`config.mk`:
```
export PLATFORM = sky130hd
export DESIGN_NAME = ascon_perm_ctrl
export DESIGN_NICKNAME = d
export VERILOG_FILES = /design/src/rtl/ascon_pack.sv /design/src/rtl/ascon_round_counter.sv /design/src/rtl/ascon_perm_ctrl.sv
export SDC_FILE = /design/constraint.sdc
export NUM_CORES = 1
export LEC_CHECK = 0
export ABC_AREA = 1
export BUFFER_PORTS_ARGS = -buffer_cell sky130_fd_sc_hd__buf_2
export CAP_MARGIN = 20
export CORE_AREA = 2 2 39 41
export DETAILED_ROUTE_END_ITERATION = 12
export DIE_AREA = 0 0 41 43
export PLACE_DENSITY_LB_ADDON = 0.25
export SLEW_MARGIN = 30
export SYNTH_ARGS = -nofsm -noshare
export SYNTH_HDL_FRONTEND = slang
export SYNTH_SLANG_ARGS = --single-unit
```
`constraint.sdc`:
```
create_clock -name clock_i -period 2.4 [get_ports clock_i]
set_input_delay 0.24 -clock clock_i [delete_from_list [all_inputs] [get_ports clock_i]]
set_output_delay 0.24 -clock clock_i [all_outputs]
set_load 0.02 [all_outputs]
```
`src/rtl/ascon_pack.sv`:
```
// Shared ASCON types and constants for the permutation controller and datapath.
// The optional abort input of ascon_perm_ctrl is enabled with ASCON_ABORT_EN.
package ascon_pack;

    typedef logic [4:0][63:0] type_state;

    localparam int unsigned a = 12;
    localparam int unsigned b = 8;

    // p^8 runs on the last b constants of the table, so it starts at index a - b
    localparam int unsigned P8_START   = a - b;
    localparam int unsigned ROUND_LAST = a - 1;

    localparam logic [7:0] round_constant [0:11] = '{
        8'hf0, 8'he1, 8'hd2, 8'hc3, 8'hb4, 8'ha5,
        8'h96, 8'h87, 8'h78, 8'h69, 8'h5a, 8'h4b
    };

    typedef enum logic [1:0] {
        IDLE  = 2'd0,
        FIRST = 2'd1,
        RUN   = 2'd2,
        DONE  = 2'd3
    } type_perm_fsm;

    function automatic int unsigned start_index(input logic mode);
        if (mode) begin
            return P8_START;
        end else begin
            return 0;
        end
    endfunction

endpackage

```
`src/rtl/ascon_round_counter.sv`:
```
// Loadable up-counter holding the round-constant index of the permutation.
// Load takes priority over increment; with neither asserted the count holds.
module ascon_round_counter #(
    parameter int unsigned CNT_W = 4
) (
    input  logic             clock_i,
    input  logic             reset_i,
    input  logic             load_i,
    input  logic [CNT_W-1:0] load_val_i,
    input  logic             en_i,
    output logic [CNT_W-1:0] count_o
);

    logic [CNT_W-1:0] count_d;
    logic [CNT_W-1:0] count_q;

    // Next count selection: load, increment or hold
    always_comb begin
        count_d = count_q;
        if (load_i) begin
            count_d = load_val_i;
        end else if (en_i) begin
            count_d = count_q + CNT_W'(1);
        end else begin
            count_d = count_q;
        end
    end

    // Count register
    always_ff @(posedge clock_i or posedge reset_i) begin
        if (reset_i) begin
            count_q <= '0;
        end else begin
            count_q <= count_d;
        end
    end

    assign count_o = count_q;

endmodule

```
`src/rtl/ascon_perm_ctrl.sv`:
```
// Moore controller sequencing p^12 / p^8 on the single-round ASCON datapath.
// Define ASCON_ABORT_EN to add the abort_i input that returns the FSM to IDLE.
module ascon_perm_ctrl
    import ascon_pack::*;
#(
    parameter int unsigned CNT_W = 4
) (
    input  logic             clock_i,
    input  logic             reset_i,
    input  logic             start_i,
    input  logic             mode_i,
`ifdef ASCON_ABORT_EN
    input  logic             abort_i,
`endif
    input  logic             ack_i,
    output logic             ready_o,
    output logic [CNT_W-1:0] round_o,
    output logic             sel_init_o,
    output logic             en_state_o,
    output logic             valid_o
);

    type_perm_fsm     state_q;
    logic             ready_q;
    logic             sel_init_q;
    logic             en_state_q;
    logic             valid_q;

    logic [CNT_W-1:0] round_q;
    logic             last_round;
    logic             abort_s;
    logic             cnt_load;
    logic [CNT_W-1:0] cnt_load_val;
    logic             cnt_en;

`ifdef ASCON_ABORT_EN
    assign abort_s = abort_i;
`else
    assign abort_s = 1'b0;
`endif

    assign last_round = (round_q == CNT_W'(ROUND_LAST));

    // Round counter control derived from the current state; it never steps past the last round
    always_comb begin
        cnt_load     = 1'b0;
        cnt_load_val = '0;
        cnt_en       = 1'b0;
        case (state_q)
            IDLE: begin
                cnt_load = 1'b1;
                if (start_i) begin
                    cnt_load_val = CNT_W'(start_index(mode_i));
                end else begin
                    cnt_load_val = '0;
                end
            end
            FIRST: begin
                if (abort_s) begin
                    cnt_load = 1'b1;
                end else begin
                    cnt_en = 1'b1;
                end
            end
            RUN: begin
                if (abort_s) begin
                    cnt_load = 1'b1;
                end else if (!last_round) begin
                    cnt_en = 1'b1;
                end else begin
                    cnt_en = 1'b0;
                end
            end
            DONE: begin
                if (abort_s || ack_i) begin
                    cnt_load = 1'b1;
                end else begin
                    cnt_load = 1'b0;
                end
            end
            default: begin
                cnt_load = 1'b1;
            end
        endcase
    end

    ascon_round_counter #(
        .CNT_W (CNT_W)
    ) u_round_counter (
        .clock_i    (clock_i),
        .reset_i    (reset_i),
        .load_i     (cnt_load),
        .load_val_i (cnt_load_val),
        .en_i       (cnt_en),
        .count_o    (round_q)
    );

    // Permutation FSM; outputs are registered so they reflect the state being entered
    always_ff @(posedge clock_i or posedge reset_i) begin
        if (reset_i) begin
            state_q    <= IDLE;
            ready_q    <= 1'b1;
            sel_init_q <= 1'b0;
            en_state_q <= 1'b0;
            valid_q    <= 1'b0;
        end else begin
            case (state_q)
                IDLE: begin
                    if (start_i) begin
                        state_q    <= FIRST;
                        ready_q    <= 1'b0;
                        sel_init_q <= 1'b1;
                        en_state_q <= 1'b1;
                        valid_q    <= 1'b0;
                    end else begin
                        state_q    <= IDLE;
                        ready_q    <= 1'b1;
                        sel_init_q <= 1'b0;
                        en_state_q <= 1'b0;
                        valid_q    <= 1'b0;
                    end
                end
                FIRST: begin
                    if (abort_s) begin
                        state_q    <= IDLE;
                        ready_q    <= 1'b1;
                        sel_init_q <= 1'b0;
                        en_state_q <= 1'b0;
                        valid_q    <= 1'b0;
                    end else begin
                        state_q    <= RUN;
                        ready_q    <= 1'b0;
                        sel_init_q <= 1'b0;
                        en_state_q <= 1'b1;
                        valid_q    <= 1'b0;
                    end
                end
                RUN: begin
                    if (abort_s) begin
                        state_q    <= IDLE;
                        ready_q    <= 1'b1;
                        sel_init_q <= 1'b0;
                        en_state_q <= 1'b0;
                        valid_q    <= 1'b0;
                    end else if (last_round) begin
                        state_q    <= DONE;
                        ready_q    <= 1'b0;
                        sel_init_q <= 1'b0;
                        en_state_q <= 1'b0;
                        valid_q    <= 1'b1;
                    end else begin
                        state_q    <= RUN;
                        ready_q    <= 1'b0;
                        sel_init_q <= 1'b0;
                        en_state_q <= 1'b1;
                        valid_q    <= 1'b0;
                    end
                end
                DONE: begin
                    if (abort_s || ack_i) begin
                        state_q    <= IDLE;
                        ready_q    <= 1'b1;
                        sel_init_q <= 1'b0;
                        en_state_q <= 1'b0;
                        valid_q    <= 1'b0;
                    end else begin
                        state_q    <= DONE;
                        ready_q    <= 1'b0;
                        sel_init_q <= 1'b0;
                        en_state_q <= 1'b0;
                        valid_q    <= 1'b1;
                    end
                end
                default: begin
                    state_q    <= IDLE;
                    ready_q    <= 1'b1;
                    sel_init_q <= 1'b0;
                    en_state_q <= 1'b0;
                    valid_q    <= 1'b0;
                end
            endcase
        end
    end

    assign ready_o    = ready_q;
    assign round_o    = round_q;
    assign sel_init_o = sel_init_q;
    assign en_state_o = en_state_q;
    assign valid_o    = valid_q;

endmodule

```
### Yosys cells after proc, flatten, opt, wreduce, memory -nomap -nowiden

Index checks and enable logic that the tools add are counted.

| storage, ports and cells | value |
|---|---|
| memory bits (read-only) | 0 |
| bits in latches | 0 |
| RAM bits | 0 |
| memories | 0 |
| register bits after elaboration | 10 |

| operators by class | value |
|---|---|
| multiply operators | 0 |
| div/mod/pow operators | 0 |
| reduce and logical (&&, ||, !) cells | 5 |
| order comparisons | 0 |
| shifts and indexed selects | 0 |
| equal/unequal tests | 4 |
| add/subtract/negate cells | 1 |
| bitwise logic cells | 0 |
| mux-type cells | 21 |

Operators with widths:

| kind | number |
|---|---|
| two-way mux 4 bit | 3 |
| one-hot mux 1 bit (3 select lines) | 3 |
| two-way mux 1 bit | 8 |
| one-hot mux 2 bit (4 select lines) | 1 |
| two-way mux 3 bit | 2 |
| adder 4 x 1 -> 4 bit (second input constant) | 1 |
| equality test 2 bit (second input constant) | 2 |
| equality test 4 bit (second input constant) | 1 |
| one-hot mux 1 bit (2 select lines) | 2 |
| one-hot mux 1 bit (4 select lines) | 1 |
| OR reduction 2 bit | 2 |
| OR reduction 3 bit | 1 |
| equality test 2 x 1 -> 1 bit (second input constant) | 1 |
| logical NOT 2 bit | 1 |
| two-way mux 2 bit | 1 |
| nonzero test 2 bit | 1 |

### Longest topological paths before layout

| logic depth | value |
|---|---|
| word-level depth | 5 |
| gate-level depth with buffers | 8 |
| mapped depth without buffers | 8 |

### By module

A second synthesis with hierarchy kept.

| second synthesis, totals | value |
|---|---|
| cell total of the unflattened synthesis | 73 |
| area total of the unflattened synthesis | 583.1 um^2 |

Modules (own cells, without submodules):

| module | sequential area each (um^2) | area an instance (um^2) | times used | cells an instance |
|---|---|---|---|---|
| ascon_perm_ctrl | 151.4 | 359.1 | 1 | 45 |
| ascon_round_counter | 100.1 | 224.0 | 1 | 28 |

### Worst setup path before layout

OpenSTA, ideal clock, no wires.

| timing | value |
|---|---|
| path type | register to register |
| start | register u_round_counter.count_q[0] (netlist: u_round_counter.count_o[0]) |
| end | register u_round_counter.count_q[2] (netlist: u_round_counter.count_o[2]) |
| arrival time | 1176 ps |
| setup time | 117 ps |
| stages on the path, launching flop included | 9 |
| buffers on the path | 0 |
| slack | 1107 ps |
| cell sequence | dfrtp_1 > ha_1 > nand3_2 > nand2_2 > nand2_4 > nand2_4 > nand2_2 > nand2_1 > nand2_1 |

| on the way | value |
|---|---|
| cells in the longest elaborated chain, start to end | 4 |
| elaborated cells on any way between the ends | 7 |

Ends and longest elaborated chain:

| item | line | text |
|---|---|---|
| start: declaration | ascon_round_counter.sv:15 | `logic [CNT_W-1:0] count_q;` |
| start signal: assignment | ascon_round_counter.sv:34 | `count_q <= count_d;` |
| parallel branches: the longest is 4 deep, another holds adder 4 x 1 -> 4 bit | n/a |  |

Parallel ways; which one is timed is not known. The select of a mux whose other input is x is not followed.
A chain may end at the register's enable or synchronous reset.

### Worst setup path in the final report

| timing | value |
|---|---|
| start | register state_q[1] |
| end | register u_round_counter.count_q[2] (netlist: u_round_counter.count_o[2]) |

| on the way | value |
|---|---|
| cells in the longest elaborated chain, start to end | 4 |
| elaborated cells on any way between the ends | 10 |

Ends and longest elaborated chain:

| item | line | text |
|---|---|---|
| start: declaration | ascon_perm_ctrl.sv:23 | `type_perm_fsm state_q;` |
| start signal: assignment | ascon_perm_ctrl.sv:101 | `state_q <= IDLE;` |
| start signal: assignment | ascon_perm_ctrl.sv:110 | `state_q <= FIRST;` |
| start signal: assignment | ascon_perm_ctrl.sv:116 | `state_q <= IDLE;` |
| equality test 2 bit or equality test 2 x 1 -> 1 bit (tied branches) | ascon_perm_ctrl.sv:49 | `case (state_q)` |
| OR reduction 2 bit (no source line) | n/a |  |
| one-hot mux 1 bit (3 select lines) | ascon_perm_ctrl.sv:49 |  |
| two-way mux 4 bit or nonzero test 2 bit (tied branches) | n/a |  |

Several ways; a longest one is shown, not always the timed one.

==> results.json <==
{
  "status": "complete, no violations",
  "setup_viol": 0,
  "fmax_mhz": 731,
  "synth_top_cell_area_share_pct": 38.9,
  "rows": 14,
  "yosys-top-cells-count": "nand2_1, inv_1, dfrtp_1",
  "synth_area_leaders": "dfrtp_1, ha_1, nand2_1, inv_1, dfstp_2",
  "synthMostInstantiatedCell": "nand2_1",
  "slew_viol_final": 0,
  "drt_wl_total_um": 1040,
  "placed_cell_area_um2": 659,
  "wl_met1_um": 437,
  "area_delta_synth_final_pct": 20.1,
  "rsz0062_at_grt": "no",
  "max-slew-margin-rel_pct": 75.2,
  "hold_viol": 0,
  "cts_tree": "done",
  "path_clk_slew_ns": 0.07,
  "p_leak_uw": 0.000411,
  "ant_nets": 0,
  "clkPwrFrac_pct": 14.9,
  "hp-class": "in2reg",
  "antenna_cells": 0,
  "top_layer": "met4",
  "dp_hpwl_um": 814,
  "syn_inst": 67,
  "clock_latency_ns": 0.27,
  "ys_ff_latch": 10,
  "antenna_found_initial": 0,
  "yosysSeqAreaShare_pct": 43.4,
  "crit_path_end_kind": "register",
  "start_util_pct": 41.9,
  "synth_async_sr_flop_share_pct": 100,
  "cts-htree-levels": 1,
  "dpl_worst_slack_ns": 1.05,
  "synth_edf_count": 0,
  "critPathRequiredTime_ns": 2.61,
  "dr_wl_met3_um": 29,
  "vias": 475,
  "fp.dieW_um": 41,
  "ios": 13,
  "vdd_ir_drop_max_mv": 0.481,
  "path_class": "reg2reg",
  "dieArea_um2": 1760,
  "p_sw_share_pct": 46.7,
  "power_density_nw_per_um2": 1180,
  "first_global_vias": 445,
  "tns_ns": 0,
  "gp_congestion": 0.814,
  "cts_setup_buffers": 0,
  "p_switching_uw": 383,
  "cts_buffers": 3,
  "arrival_ns": 1.58,
  "fp.dieH_um": 43,
  "worst_slew_pin_slew_ns": 0.371,
  "period_share_pct": 57.0,
  "synth_top_area_cell": "dfrtp_1",
  "grt_remaining_overflow": 0,
  "grt_pass1_wl_um": 1750,
  "combPwrFrac_pct": 51.9,
  "finalClockSkew_ns": 0.00876,
  "maxCapViolations": 0,
  "sequentialPowerShare_pct": 33.2,
  "clk_path_buf_depth": 2,
  "final_design_area_no_fill_um2": 696,
  "worst_slack_ns": 1.03,
  "yosys.cell_types.count": 16,
  "drt-initial-drc-count": 16,
  "route.detailed.drc": 0,
  "drt_pass1_iterations": 4,
  "wl_per_cell_um": 10.4,
  "coreArea_um2": 1380,
  "drive_gt1_share_pct": 28.6,
  "path_max_fanout": 10,
  "synth-main-ff-cell": "dfrtp_1",
  "syn-num-nets": 78,
  "clock-sinks": 10,
  "cp-start-kind": "register",
  "nFillCells": 135,
  "yosysWarnings": 0,
  "fin_crit_ns": 1.37,
  "io_buffers": 12,
  "cts-root-buf": "clkbuf_4",
  "power_uw": 822,
  "dr_wl_met2_um": 537,
  "gr-usage-all-layers_pct": 14.6,
  "viasPerCell": 4.75,
  "grt_max_degree": 11,
  "synth.avg_cell_area_um2": 8.65,
  "syn_area_um2": 579,
  "p_int_uw": 438,
  "fin_nets": 96
}
[kinds of logic (layout without fill, tap and decap cells)]
logic type,Yosys count,after routing,share of synthesized area [%]
and+or+nand+nor,34,34,29.6
AOI/OAI and AO/OA,4,4,5.62
buffers and inverters,13,30,8.42
DFF,10,10,43.4
adders and majority gates,6,6,13.0
[worst paths after layout]
path | startpoint | end | slack, ns | cells past startpoint
hold reg to reg | state_q[1]$_DFF_PP0_ | state_q[1]$_DFF_PP0_ | 0.55 | 1
max in group asynchronous | reset_i | ready_o$_DFF_PP1_ | 1.60 | 3
min in group asynchronous | reset_i | u_round_counter.count_o[3]$_DFFE_PP0P_ | 0.48 | 3
setup reg to reg | state_q[1]$_DFF_PP0_ | u_round_counter.count_o[2]$_DFFE_PP0P_ | 1.03 | 7
hold / removal | start_i | sel_init_o$_DFF_PP0_ | 0.19 | 3
setup / recovery | state_q[1]$_DFF_PP0_ | u_round_counter.count_o[2]$_DFFE_PP0P_ | 1.03 | 7
[per-stage QoR]
| step | std cells | hold slack (ns) | util [%] |
|---|---|---|---|
| final | 100 | 0.192 | 50.3 |
| after floorplan | 67 | 0.0795 | - |
| after global routing | 100 | 0.219 | 50.3 |
| after detailed placement | 95 | 0.235 | 47.6 |
| after CTS | 100 | 0.192 | 50.3 |
| after global placement | 95 | 0.237 | 47.6 |
[metal layers]
| layer | global-route usage [%] | up-vias |
|---|---|---|
| li1 | - | 244 |
| met1 | 17.3 | 216 |
| met2 | 24.1 | 10 |
| met3 | 1.57 | 5 |
| met4 | 8.00 | 0 |
| met5 | 0 | - |
[flip-flops by register name, summed over array words and instances, names as in the netlist]
register                 flops
valid_o                      1
state_q                      2
ready_o                      1
u_round_counter.count_o      4
sel_init_o                   1
en_state_o                   1
[what timing repair did]
| action | CTS | global route |
|---|---|---|
| setup endpoints to repair | 0 | 0 |
| hold buffers | 1 | 0 |
| resized for setup | 0 | 0 |
| hold endpoints to repair | 9 | 0 |
[worst max-delay path: stages (launching register included)]
cell	delay, ns
dfrtp_1	0.41
inv_1	0.10
ha_1	0.24
a21oi_4	0.26
o21ai_0	0.14
nand2_1	0.08
nand2_1	0.05
nand2_1	0.04
[final cells by class]
| cell class | instances | area, µm² | share of cell area, % |
|---|---|---|---|
| flip-flops and latches | 10 | 251 | 36.2 |
| multi-input cells | 44 | 279 | 40.1 |
| well taps | 16 | 20.0 | 2.88 |
| inverters | 13 | 48.8 | 7.01 |
| repair buffers | 13 | 70.1 | 10.1 |
| clock buffers | 4 | 26.3 | 3.78 |
[placed cells by master, fill, tap and decap left out, drive strengths merged]
cell type,instances
buf,12
nor2,4
o21ai,2
nand3,6
inv,13
dfrtp,9
nand4,3
nand2,20
and3,1
a21oi,1
a31oi,1
dfstp,1
ha,6
clkbuf,4
dlygate4sd3,1
[power by group through the flow]
stage          Clock [µW]  Sequential, µW  Combinational [µW]
6_report              122             273                 427
5_1_grt               137             284                 484
4_1_cts               124             273                 429
3_5_place_dp            0             276                 425
3_3_place_gp            0             274                 412
2_1_floorplan           0             322                 276
Power figures use the tool's default switching activity.
